[config.mk]
export PLATFORM = sky130hd
export DESIGN_NAME = uart_rx_sipo
export DESIGN_NICKNAME = d
export VERILOG_FILES = /design/src/rtl/uart_rx_sipo.sv
export SDC_FILE = /design/constraint.sdc
export NUM_CORES = 1
export LEC_CHECK = 0
export ABC_AREA = 1
export CAP_MARGIN = 10
export CORE_AREA = 5 5 86 48
export DETAILED_ROUTE_END_ITERATION = 7
export DIE_AREA = 0 0 91 53
export PLACE_DENSITY = 0.84
export SYNTH_ARGS = -nofsm -noshare
export SYNTH_HDL_FRONTEND = slang
export SYNTH_SLANG_ARGS = --single-unit
export TNS_END_PERCENT = 30
[constraint.sdc]
create_clock -name clk -period 1.97 [get_ports clk]
set_clock_uncertainty 0.05 [all_clocks]
set_input_delay 0.197 -clock clk [delete_from_list [all_inputs] [get_ports clk]]
set_output_delay 0.197 -clock clk [all_outputs]
set_load 0.01 [all_outputs]
[src/rtl/uart_rx_sipo.sv]
// uart_rx_sipo: UART receiver, serial-in / parallel-out, LSB first.
// The asynchronous rx line passes through a two-flop synchronizer. A 1->0 edge
// on the synchronized line starts a frame. Each bit is sampled once at mid-bit.
// The received word appears on data_out with a one-cycle rx_valid strobe.
// Optional feature macro: UART_RX_PARITY_CHECK_EN
//   - When defined, an even-parity bit is expected between the last data bit and
//     the stop bit.
//   - When undefined, the PARITY state does not exist and parity_err is constant 0.
module uart_rx_sipo #(
    parameter int W_DATA       = 8,
    parameter int CLKS_PER_BIT = 434
) (
    input  logic              clk,
    input  logic              rst,
    input  logic              enb,
    input  logic              rx,
    output logic [W_DATA-1:0] data_out,
    output logic              rx_valid,
    output logic              frame_err,
    output logic              parity_err,
    output logic              busy
);

    localparam int CNT_W = (CLKS_PER_BIT > 1) ? $clog2(CLKS_PER_BIT) : 1;
    localparam int BIT_W = (W_DATA > 1) ? $clog2(W_DATA) : 1;
    localparam logic [CNT_W-1:0] CNT_LAST = CNT_W'(CLKS_PER_BIT - 1);
    localparam logic [CNT_W-1:0] CNT_MID  = CNT_W'(CLKS_PER_BIT / 2 - 1);
    localparam logic [BIT_W-1:0] BIT_LAST = BIT_W'(W_DATA - 1);

`ifdef UART_RX_PARITY_CHECK_EN
    typedef enum logic [2:0] {
        IDLE   = 3'd0,
        START  = 3'd1,
        DATA   = 3'd2,
        PARITY = 3'd3,
        STOP   = 3'd4
    } state_t;

    // Even parity: XOR of all data bits, which equals the expected parity bit.
    function automatic logic parity_even(input logic [W_DATA-1:0] d);
        parity_even = ^d;
    endfunction
`else
    typedef enum logic [2:0] {
        IDLE  = 3'd0,
        START = 3'd1,
        DATA  = 3'd2,
        STOP  = 3'd4
    } state_t;
`endif

    state_t              state_r, state_nxt;
    logic                rx_meta_r, rx_s_r, rx_s_d_r;
    logic [CNT_W-1:0]    cnt_r, cnt_nxt;
    logic [BIT_W-1:0]    bit_r, bit_nxt;
    logic [W_DATA-1:0]   shift_r, shift_nxt;
    logic                p_bad_r, p_bad_nxt;
    logic [W_DATA-1:0]   data_r, data_nxt;
    logic                valid_r, valid_nxt;
    logic                ferr_r, ferr_nxt;
    logic                perr_r, perr_nxt;
    logic                busy_r;

    assign data_out   = data_r;
    assign rx_valid   = valid_r;
    assign frame_err  = ferr_r;
    assign parity_err = perr_r;
    assign busy       = busy_r;

    // Two-flop synchronizer on rx, plus one more delayed copy for start-edge detection.
    always_ff @(posedge clk or negedge rst) begin
        if (!rst) begin
            rx_meta_r <= 1'b1;
            rx_s_r    <= 1'b1;
            rx_s_d_r  <= 1'b1;
        end else begin
            rx_meta_r <= rx;
            rx_s_r    <= rx_meta_r;
            rx_s_d_r  <= rx_s_r;
        end
    end

    // FSM state register; busy mirrors "not IDLE" from the same next-state value.
    always_ff @(posedge clk or negedge rst) begin
        if (!rst) begin
            state_r <= IDLE;
            busy_r  <= 1'b0;
        end else begin
            state_r <= state_nxt;
            busy_r  <= (state_nxt != IDLE);
        end
    end

    // Next-state, counter, shift and output-pulse logic.
    always_comb begin
        state_nxt = state_r;
        cnt_nxt   = cnt_r;
        bit_nxt   = bit_r;
        shift_nxt = shift_r;
        p_bad_nxt = p_bad_r;
        data_nxt  = data_r;
        valid_nxt = 1'b0;
        ferr_nxt  = 1'b0;
        perr_nxt  = 1'b0;

        if (!enb) begin
            // A low enable aborts any frame. The partly shifted word is kept.
            state_nxt = IDLE;
            cnt_nxt   = {CNT_W{1'b0}};
            bit_nxt   = {BIT_W{1'b0}};
        end else begin
            case (state_r)
                IDLE: begin
                    cnt_nxt = {CNT_W{1'b0}};
                    bit_nxt = {BIT_W{1'b0}};
                    // A frame starts only on a 1->0 edge, so a held-low line cannot re-trigger.
                    if (rx_s_d_r && !rx_s_r) begin
                        state_nxt = START;
                        p_bad_nxt = 1'b0;
                    end else begin
                        state_nxt = IDLE;
                    end
                end
                START: begin
                    if (cnt_r == CNT_MID) begin
                        cnt_nxt = {CNT_W{1'b0}};
                        // If the line is high at mid start bit, the low was only a glitch.
                        if (!rx_s_r) begin
                            state_nxt = DATA;
                        end else begin
                            state_nxt = IDLE;
                        end
                    end else begin
                        cnt_nxt = cnt_r + CNT_W'(1);
                    end
                end
                DATA: begin
                    if (cnt_r == CNT_LAST) begin
                        cnt_nxt   = {CNT_W{1'b0}};
                        shift_nxt = {rx_s_r, shift_r[W_DATA-1:1]};
                        if (bit_r == BIT_LAST) begin
                            bit_nxt = {BIT_W{1'b0}};
`ifdef UART_RX_PARITY_CHECK_EN
                            state_nxt = PARITY;
`else
                            state_nxt = STOP;
`endif
                        end else begin
                            bit_nxt = bit_r + BIT_W'(1);
                        end
                    end else begin
                        cnt_nxt = cnt_r + CNT_W'(1);
                    end
                end
`ifdef UART_RX_PARITY_CHECK_EN
                PARITY: begin
                    if (cnt_r == CNT_LAST) begin
                        cnt_nxt   = {CNT_W{1'b0}};
                        p_bad_nxt = rx_s_r ^ parity_even(shift_r);
                        state_nxt = STOP;
                    end else begin
                        cnt_nxt = cnt_r + CNT_W'(1);
                    end
                end
`endif
                STOP: begin
                    if (cnt_r == CNT_LAST) begin
                        // Return to IDLE at mid stop bit. This leaves half a bit to catch a
                        // back-to-back start edge.
                        cnt_nxt   = {CNT_W{1'b0}};
                        state_nxt = IDLE;
                        if (!rx_s_r) begin
                            ferr_nxt = 1'b1;
                        end else if (p_bad_r) begin
                            perr_nxt = 1'b1;
                        end else begin
                            valid_nxt = 1'b1;
                            data_nxt  = shift_r;
                        end
                    end else begin
                        cnt_nxt = cnt_r + CNT_W'(1);
                    end
                end
                default: begin
                    state_nxt = IDLE;
                    cnt_nxt   = {CNT_W{1'b0}};
                    bit_nxt   = {BIT_W{1'b0}};
                end
            endcase
        end
    end

    // Datapath and registered output pulses.
    always_ff @(posedge clk or negedge rst) begin
        if (!rst) begin
            cnt_r   <= {CNT_W{1'b0}};
            bit_r   <= {BIT_W{1'b0}};
            shift_r <= {W_DATA{1'b0}};
            p_bad_r <= 1'b0;
            data_r  <= {W_DATA{1'b0}};
            valid_r <= 1'b0;
            ferr_r  <= 1'b0;
            perr_r  <= 1'b0;
        end else begin
            cnt_r   <= cnt_nxt;
            bit_r   <= bit_nxt;
            shift_r <= shift_nxt;
            p_bad_r <= p_bad_nxt;
            data_r  <= data_nxt;
            valid_r <= valid_nxt;
            ferr_r  <= ferr_nxt;
            perr_r  <= perr_nxt;
        end
    end

endmodule

# Yosys cells after proc, flatten, opt, wreduce, memory -nomap -nowiden
# Index checks and enable logic that the tools add are counted.
# totals
register_bits	37
latchBits	0
ramBits	0
mem_bits_ro	0
input_bits	4
out_inout_bits	12
elab_cells	54
memories	0
# op_classes
addsub	2
mul	0
div_mod_pow	0
order_cmp	0
eq_ne	8
n_shift	0
mux	24
n_bitwise	0
n_reduce_logical	9
# op_table
cell	n
9-bit two-way mux	3
3-bit two-way mux	8
9-bit case mux with 2 select lines	1
3-bit case mux with 4 select lines	1
9-bit by 1-bit adder with 9-bit output (second input constant)	1
9-bit by 8-bit == test with 1-bit output (second input constant)	1
9-bit == test (second input constant)	1
1-bit two-way mux	9
3-bit == test (second input constant)	2
3-bit case mux with 2 select lines	1
4-bit AND reduction	1
2-bit OR reduction	2
3-bit by 1-bit adder with 3-bit output (second input constant)	1
3-bit by 1-bit == test with 1-bit output (second input constant)	1
3-bit by 2-bit == test with 1-bit output (second input constant)	1
3-bit logical NOT	1
3-bit != test (second input constant)	1
3-bit AND reduction	1
3-bit nonzero test	1
2-bit two-way mux	1
2-bit != test (second input constant)	1
2-bit AND reduction	1
1-bit logical AND	1
1-bit logical NOT	1

# Longest topological paths before layout
# Gate-level depths: netlist of the first run.
# depth
word_depth	6
mapped_depth	10
ltp_nobuf	10

# Worst setup path before layout of the first run
# OpenSTA, ideal clock, no wires.
# synth_path
path_type	register to register
start	register cnt_r[1]
end	register data_r[1] (netlist: data_out[1])
setup_ps	118
arrival_time_ps	1276
required_ps	1802
path_slack_ps	526
stages_incl_launch_ff	11
n_path_buf	1
synth_period_minus_slack_ps	1444
cell_sequence	dfrtp_1 inv_1 ha_1 nand2_2 inv_2 nand2_2 nor2_4 nand4_4 buf_6 nand2_2 o21ai_2
# synth_via
elab_chain_cells	2
# synth_lines
element	line_no	rtl
start: declaration	54	logic [CNT_W-1:0] cnt_r, cnt_nxt;
start signal: assignment	196	cnt_r <= {CNT_W{1'b0}};
start signal: assignment	205	cnt_r <= cnt_nxt;
9-bit == test	167	if (cnt_r == CNT_LAST) begin
4-bit AND reduction (no line)	--	
end signal: assignment	200	data_r <= {W_DATA{1'b0}};
end signal: assignment	209	data_r <= data_nxt;
end: declaration	58	logic [W_DATA-1:0] data_r, data_nxt;
# Every way passes these cells.
# A chain may end at the register's enable or synchronous reset.

# Worst setup path after layout of the first run
# layout_path
start	register cnt_r[0]
end	register cnt_r[3]
# layout_via
elab_chain_cells	4
elab_cells_between_ends	7
cone_classes	1 x add/sub; 2 x eq/ne; 4 x mux
# layout_lines
element	line_no	rtl
9-bit by 1-bit adder with 9-bit output, or another cell as far along	134, 152, 181	
9-bit two-way mux (on tied branches)	138, 167, 125	
9-bit case mux with 2 select lines (*)	112	case (state_r)
9-bit two-way mux (*)	106	if (!enb) begin
named net cnt_nxt[3]	54	
# Mark *: on every way through the listed nets, which the timed path passes. The rest lies on a longest branch.

==> results_dict.tcl, run 1 <==
set metrics [dict create \
    cts_buffers 5 \
    cp_slowest_cell "dfrtp_1" \
    maxSlewViolCount 0 \
    place_ws_ns 0.296 \
    coreArea_mm2 0.00328 \
    wl_per_cell_um 12.6 \
    cts_tree "done" \
    cts-root-buf "clkbuf_8" \
    worstSetupPathType "reg2reg" \
    netlist-cell-type-count 27 \
    rsz0062_at_grt "no" \
    grt.total_usage_pct 15.9 \
    clock_sinks 37 \
    htreeDepth 2 \
    min_period_ns 1.69 \
    grt_antenna_before_repair 0 \
    critPathArrivalTime_ns 1.82 \
    slowest_delay_ns 0.43 \
    seq_area_frac_synth_pct 52.6 \
    placedCellCount 252 \
    drcViolationCount 0 \
    syn2layout_area_growth_pct 14.9 \
    drt-total-wl_mm 3.29 \
    final_util_pct 61.8 \
    clock_latency_ns 0.29 \
    synth_top_flop_cell "dfrtp_1" \
    power_mw 1.42 \
    cellPowerDensity_mw_per_mm2 700 \
    drt_iter0_drc 112 \
    grt_pass1_wl_mm 5.73 \
    gr-usage-met3_pct 3.84 \
    crit_chain "ha_1 -> nand2_2 -> nor2_2 -> nand2_4 -> nand2_1 -> nand2_1 -> nand2_1 -> nor3_1" \
    drv_cap 0 \
    die_h_um 53 \
    synth_area_leaders "dfrtp_1 48%, nand2_1 11%, inv_1 6.6%" \
    place_area_mm2 0.00192 \
    grt_pass1_vias 1211 \
    synth-seq-cells 37 \
    synth_edf_count 0 \
    timing.hold.ws_ns 0.258 \
    io_pins 16 \
    clock_path_buffers 2 \
    start_util_pct 53.8 \
    die_width_um 91 \
    period_share_pct 85.8 \
    ant_nets 0 \
    antenna_cells 0 \
    outcome "finished clean" \
    synth_cells 200 \
    worst_slack_ns 0.280 \
    dr.pass1.iters 4 \
    crit_path_start_kind "flip-flop" \
    overflow 0 \
    synth_top_area_cell "dfrtp_1" \
    fin_cells 261 \
    p_leak_nw 1.05 \
    netlist_area_mm2 0.00177 \
    async_flop_share_pct 100 \
    vias_per_cell 4.82 \
    busiest_layer "met1" \
    hpwl_mm 2.49 \
    grtUsageMet1_pct 23.0 \
    drive_gt1_share_pct 14.6 \
    setup_viol 0 \
    hold_class "in2reg" \
    die-area_mm2 0.00482 \
    io_buffers 14 \
    vias 1257 \
    cts.clk_slew.worst_paths_ns 0.07 \
    avgSynthCellArea_um2 8.83 \
    maxSlewHeadroom_pct 47.3 \
    postCtsSetupRepairBufs 0 \
    synth_nets 209 \
    nets 227 \
    fmax_mhz 592 \
    grt_max_degree 38 \
    cp-end-kind "flip-flop" \
    required_ns 2.10 \
    ir_worst_vdd_mv 0.437 \
    tightest_slew_ns 0.790 \
    hold_violations 0 \
    synth_commonest_cells "51 x nand2_1, 34 x dfrtp_1, 31 x inv_1" \
    synth.most_common_cell "nand2_1" \
    grtUsageMet2_pct 21.4 \
    crit_top_cell "nand2_1" \
    final_area_mm2 0.00203 \
    crit_fanout 8 \
    gp_congestion 0.911 \
    fin_tns_setup_ns 0 \
    synth_top_area_share_pct 48.2 \
    rows 15 \
    ys_warn_count 0 \
]
path summary, 6_finish.rpt:
check | start | to | slack (ns) | cells after the start
worst max-delay path | cnt_r[0] | cnt_r[3] | 0.28 | 8
worst min-delay path | rx | rx_meta_r | 0.26 | 1
worst max register to register | cnt_r[0] | cnt_r[3] | 0.28 | 8
worst min register to register | rx_meta_r | rx_s_r | 0.31 | 0
max in group asynchronous | rst | data_out[6] | 0.89 | 2
min in group asynchronous | rst | busy | 0.48 | 2
timing repair:
item / 4_1_cts / 5_1_grt
endpoints found under the hold margin: 34 / 0
hold buffers: 1 / 0
resized for setup: 0 / 0
state kept, by name, indices dropped and copies added (netlist names):
signal,flops
rx_meta_r,1
bit_r,3
data_out,8
cnt_r,9
rx_s_r,1
rx_s_d_r,1
state_r,3
rx_valid,1
shift_r,8
busy,1
frame_err,1
critical path, delay by kind of cell (launching register included):
family | cells | cell delay (ns)
AND/OR/NAND/NOR | 7 | 0.87
flip-flops | 1 | 0.43
adder cells (fa/ha/maj) | 1 | 0.23
kinds of logic (layout without fill, tap and decap cells):
kind of cell / count (synthesis) / count (layout) / share of synthesized area, %
AOI/OAI and AO/OA: 18 / 18 / 6.80
DFF: 37 / 37 / 52.6
xor gates and xnor gates: 3 / 3 / 1.49
other: 1 / 1 / 0.212
buffers and inverters: 37 / 56 / 9.21
and+or+nand+nor: 99 / 99 / 26.1
adders and majority gates: 5 / 5 / 3.54
power by group:
part	switching, mW	internal [mW]	total (mW)
clock network	0.260	0.316	0.576
registers	0.00954	0.777	0.787
logic	0.0401	0.0193	0.0594
total	0.310	1.11	1.42
cell usage in the layout, fill, tap and decap left out:
cell             Yosys  final
ha_1                 5      5
dlygate4sd3_1        0      1
nor2_4               1      1
buf_2                1      1
nand2_2              4      4
inv_1               31     31
nor3_1               4      4
dfrtp_1             34     34
nor4_1               1      1
conb_1               1      1
dfstp_2              3      3
clkbuf_8             0      7
nand2_4              1      1
nor2_8               1      1
o21ai_2              8      8
inv_2                1      1
xor2_1               2      2
clkinv_2             0      1
nand2_1             51     51
a21oi_1              1      1
nor2_2               2      2
nand3_1              9      9
xnor2_1              1      1
o21ai_1              1      1
nand4_4              1      1
buf_4                2      1
o21ai_0              8      8
nand4_1              3      3
nor2_1              21     21
clkdlybuf4s50_1      0     13
cell type report:
class                   count  area (um2)
multi-input cells         126         674
fillers                   274        1250
inverters                  32         120
repair buffers             16         153
flip-flops and latches     37         930
clock buffers               7        96.3
clock inverters             1        5.00
well taps                  42        52.6
metal layers:
metal | wire, um | share of wire [%]
met5 | 0 | 0
met4 | 59 | 1.8
met3 | 147 | 4.5
met2 | 1350 | 41
met1 | 1730 | 53
(Power assumes the default switching activity.)
==> run 2: changes to the inputs <==
ABC_CLOCK_PERIOD_IN_PS = 1970   (was default)
CORE_AREA = 5 5 107 59   (was 5 5 86 48)
DIE_AREA = 0 0 112 64   (was 0 0 91 53)
PLACE_DENSITY = 0.6   (was 0.84)
==> results_dict.tcl, run 2 (synthesis results as in run 1) <==
set metrics [dict create \
    outcome "finished clean" \
    dr.pass1.iters 4 \
    largest_reg_flops 9 \
    drive_gt1_share_pct 14.9 \
    overflow 0 \
    worstSetupPathType "reg2reg" \
    coreArea_mm2 0.00525 \
    clock_path_buffers 2 \
    place_ws_ns 0.330 \
    start_util_pct 33.6 \
    io_pins 16 \
    fin_tns_setup_ns 0 \
    grt_pass1_vias 1202 \
    path_buf_inv 2 \
    crit_path_start_kind "flip-flop" \
    die_h_um 64 \
    mostFrequentLayoutCells "51 x nand2_1, 34 x dfrtp_1, 31 x inv_1" \
    largest_register "cnt_r" \
    drcViolationCount 0 \
    vias_per_cell 4.27 \
    crit_fanout 16 \
    grt.total_usage_pct 10.3 \
    hold_violations 0 \
    grt_max_degree 26 \
    grt_pass1_wl_mm 5.80 \
    ctsResizeCount 0 \
    rows 19 \
    fill_cells 525 \
    drt-total-wl_mm 3.28 \
    rsz0062_at_grt "no" \
    cts_tree "done" \
    final_util_pct 39.3 \
    slowest_delay_ns 0.41 \
    crit_top_cell "nand2_2" \
    worst_slack_ns 0.321 \
    crit_chain "inv_1 -> ha_1 -> nand2_2 -> inv_2 -> nand2_2 -> nor2_4 -> nand4_4 -> nand2_1 -> o21ai_2" \
    cellPowerDensity_mw_per_mm2 661 \
    hold_class "in2reg" \
    die-area_mm2 0.00717 \
    cp_slowest_cell "dfrtp_1" \
    cts-root-buf "clkbuf_8" \
    min_period_ns 1.65 \
    regToRegSetupSlack_ns 0.32 \
    tightest_slew_ns 0.586 \
    syn2layout_area_growth_pct 16.9 \
    final_common_cell "nand2_1" \
    critPathArrivalTime_ns 1.78 \
    io_buffers 14 \
    period_share_pct 83.7 \
    htreeDepth 2 \
    maxSlewViolCount 0 \
    p_leak_nw 1.05 \
    cts_buffers 5 \
    ant_nets 0 \
    ir_worst_vdd_mv 0.262 \
    required_ns 2.10 \
    setup_viol 0 \
    fmax_mhz 606 \
    maxSlewHeadroom_pct 61.0 \
    antenna_cells 0 \
    hpwl_mm 2.45 \
    min_path_cells 1 \
    nets 229 \
    die_width_um 112 \
    grt_antenna_before_repair 0 \
    clock_sinks 37 \
    drv_cap 0 \
    wl_per_cell_um 11.1 \
    drt_iter0_drc 41 \
    path_depth 9 \
    critical_path.top_delay_family "simple AND/OR/NAND/NOR gates" \
    rr_worst_depth 9 \
    cts.clk_slew.worst_paths_ns 0.08 \
    gp_congestion 0.838 \
    cp-end-kind "flip-flop" \
    clock_latency_ns 0.29 \
    vias 1256 \
]
-- run 2: final cells by class --
type / instances / area (um2) / area share, %
well taps: 73 / 91.3 / 4.42
flip-flops and latches: 37 / 930 / 45.0
inverters: 32 / 120 / 5.81
repair buffers: 18 / 168 / 8.12
multi-input cells: 126 / 674 / 32.6
clock inverters: 2 / 10.0 / 0.485
clock buffers: 6 / 72.6 / 3.51
-- run 2: power by group --
| group | switching [mW] | internal [mW] |
|---|---|---|
| registers | 0.0101 | 0.777 |
| logic | 0.0404 | 0.0218 |
| clock network | 0.271 | 0.245 |
-- run 2: repair_timing --
item | 4_1_cts | 5_1_grt
setup buffers | 0 | 0
hold buffers | 1 | 0
hold endpoints to repair | 22 | 0
-- run 2: per-layer routing --
layer,routed length (um),vias to the layer above,global-route usage (%),part of all wire (%)
li1,-,648,-,-
met1,1900,583,15.1,58
met2,1170,17,13.4,36
met3,122,8,3.02,3.7
met4,81,0,5.85,2.5
met5,0,-,0,0
-- run 2: worst paths after layout --
path | from | endpoint
min in group asynchronous | rst | busy
max reg2reg | cnt_r[1] | data_out[5]
min reg2reg | rx_meta_r | rx_s_r
max in group asynchronous | rst | rx_s_r
min | rx | rx_meta_r
max | cnt_r[1] | data_out[5]
-- run 2: metrics by stage --
step / hold slack, ns / power [mW] / cells / area (um2)
4_1_cts: 0.249 / 1.39 / 294 / 2070
5_1_grt: 0.252 / 1.43 / 294 / 2070
2_1_floorplan: -0.149 / 0.830 / 200 / 1770
3_3_place_gp: 0.184 / 0.864 / 285 / 1970
6_report: 0.260 / 1.37 / 294 / 2070
3_5_place_dp: 0.184 / 0.864 / 285 / 1970
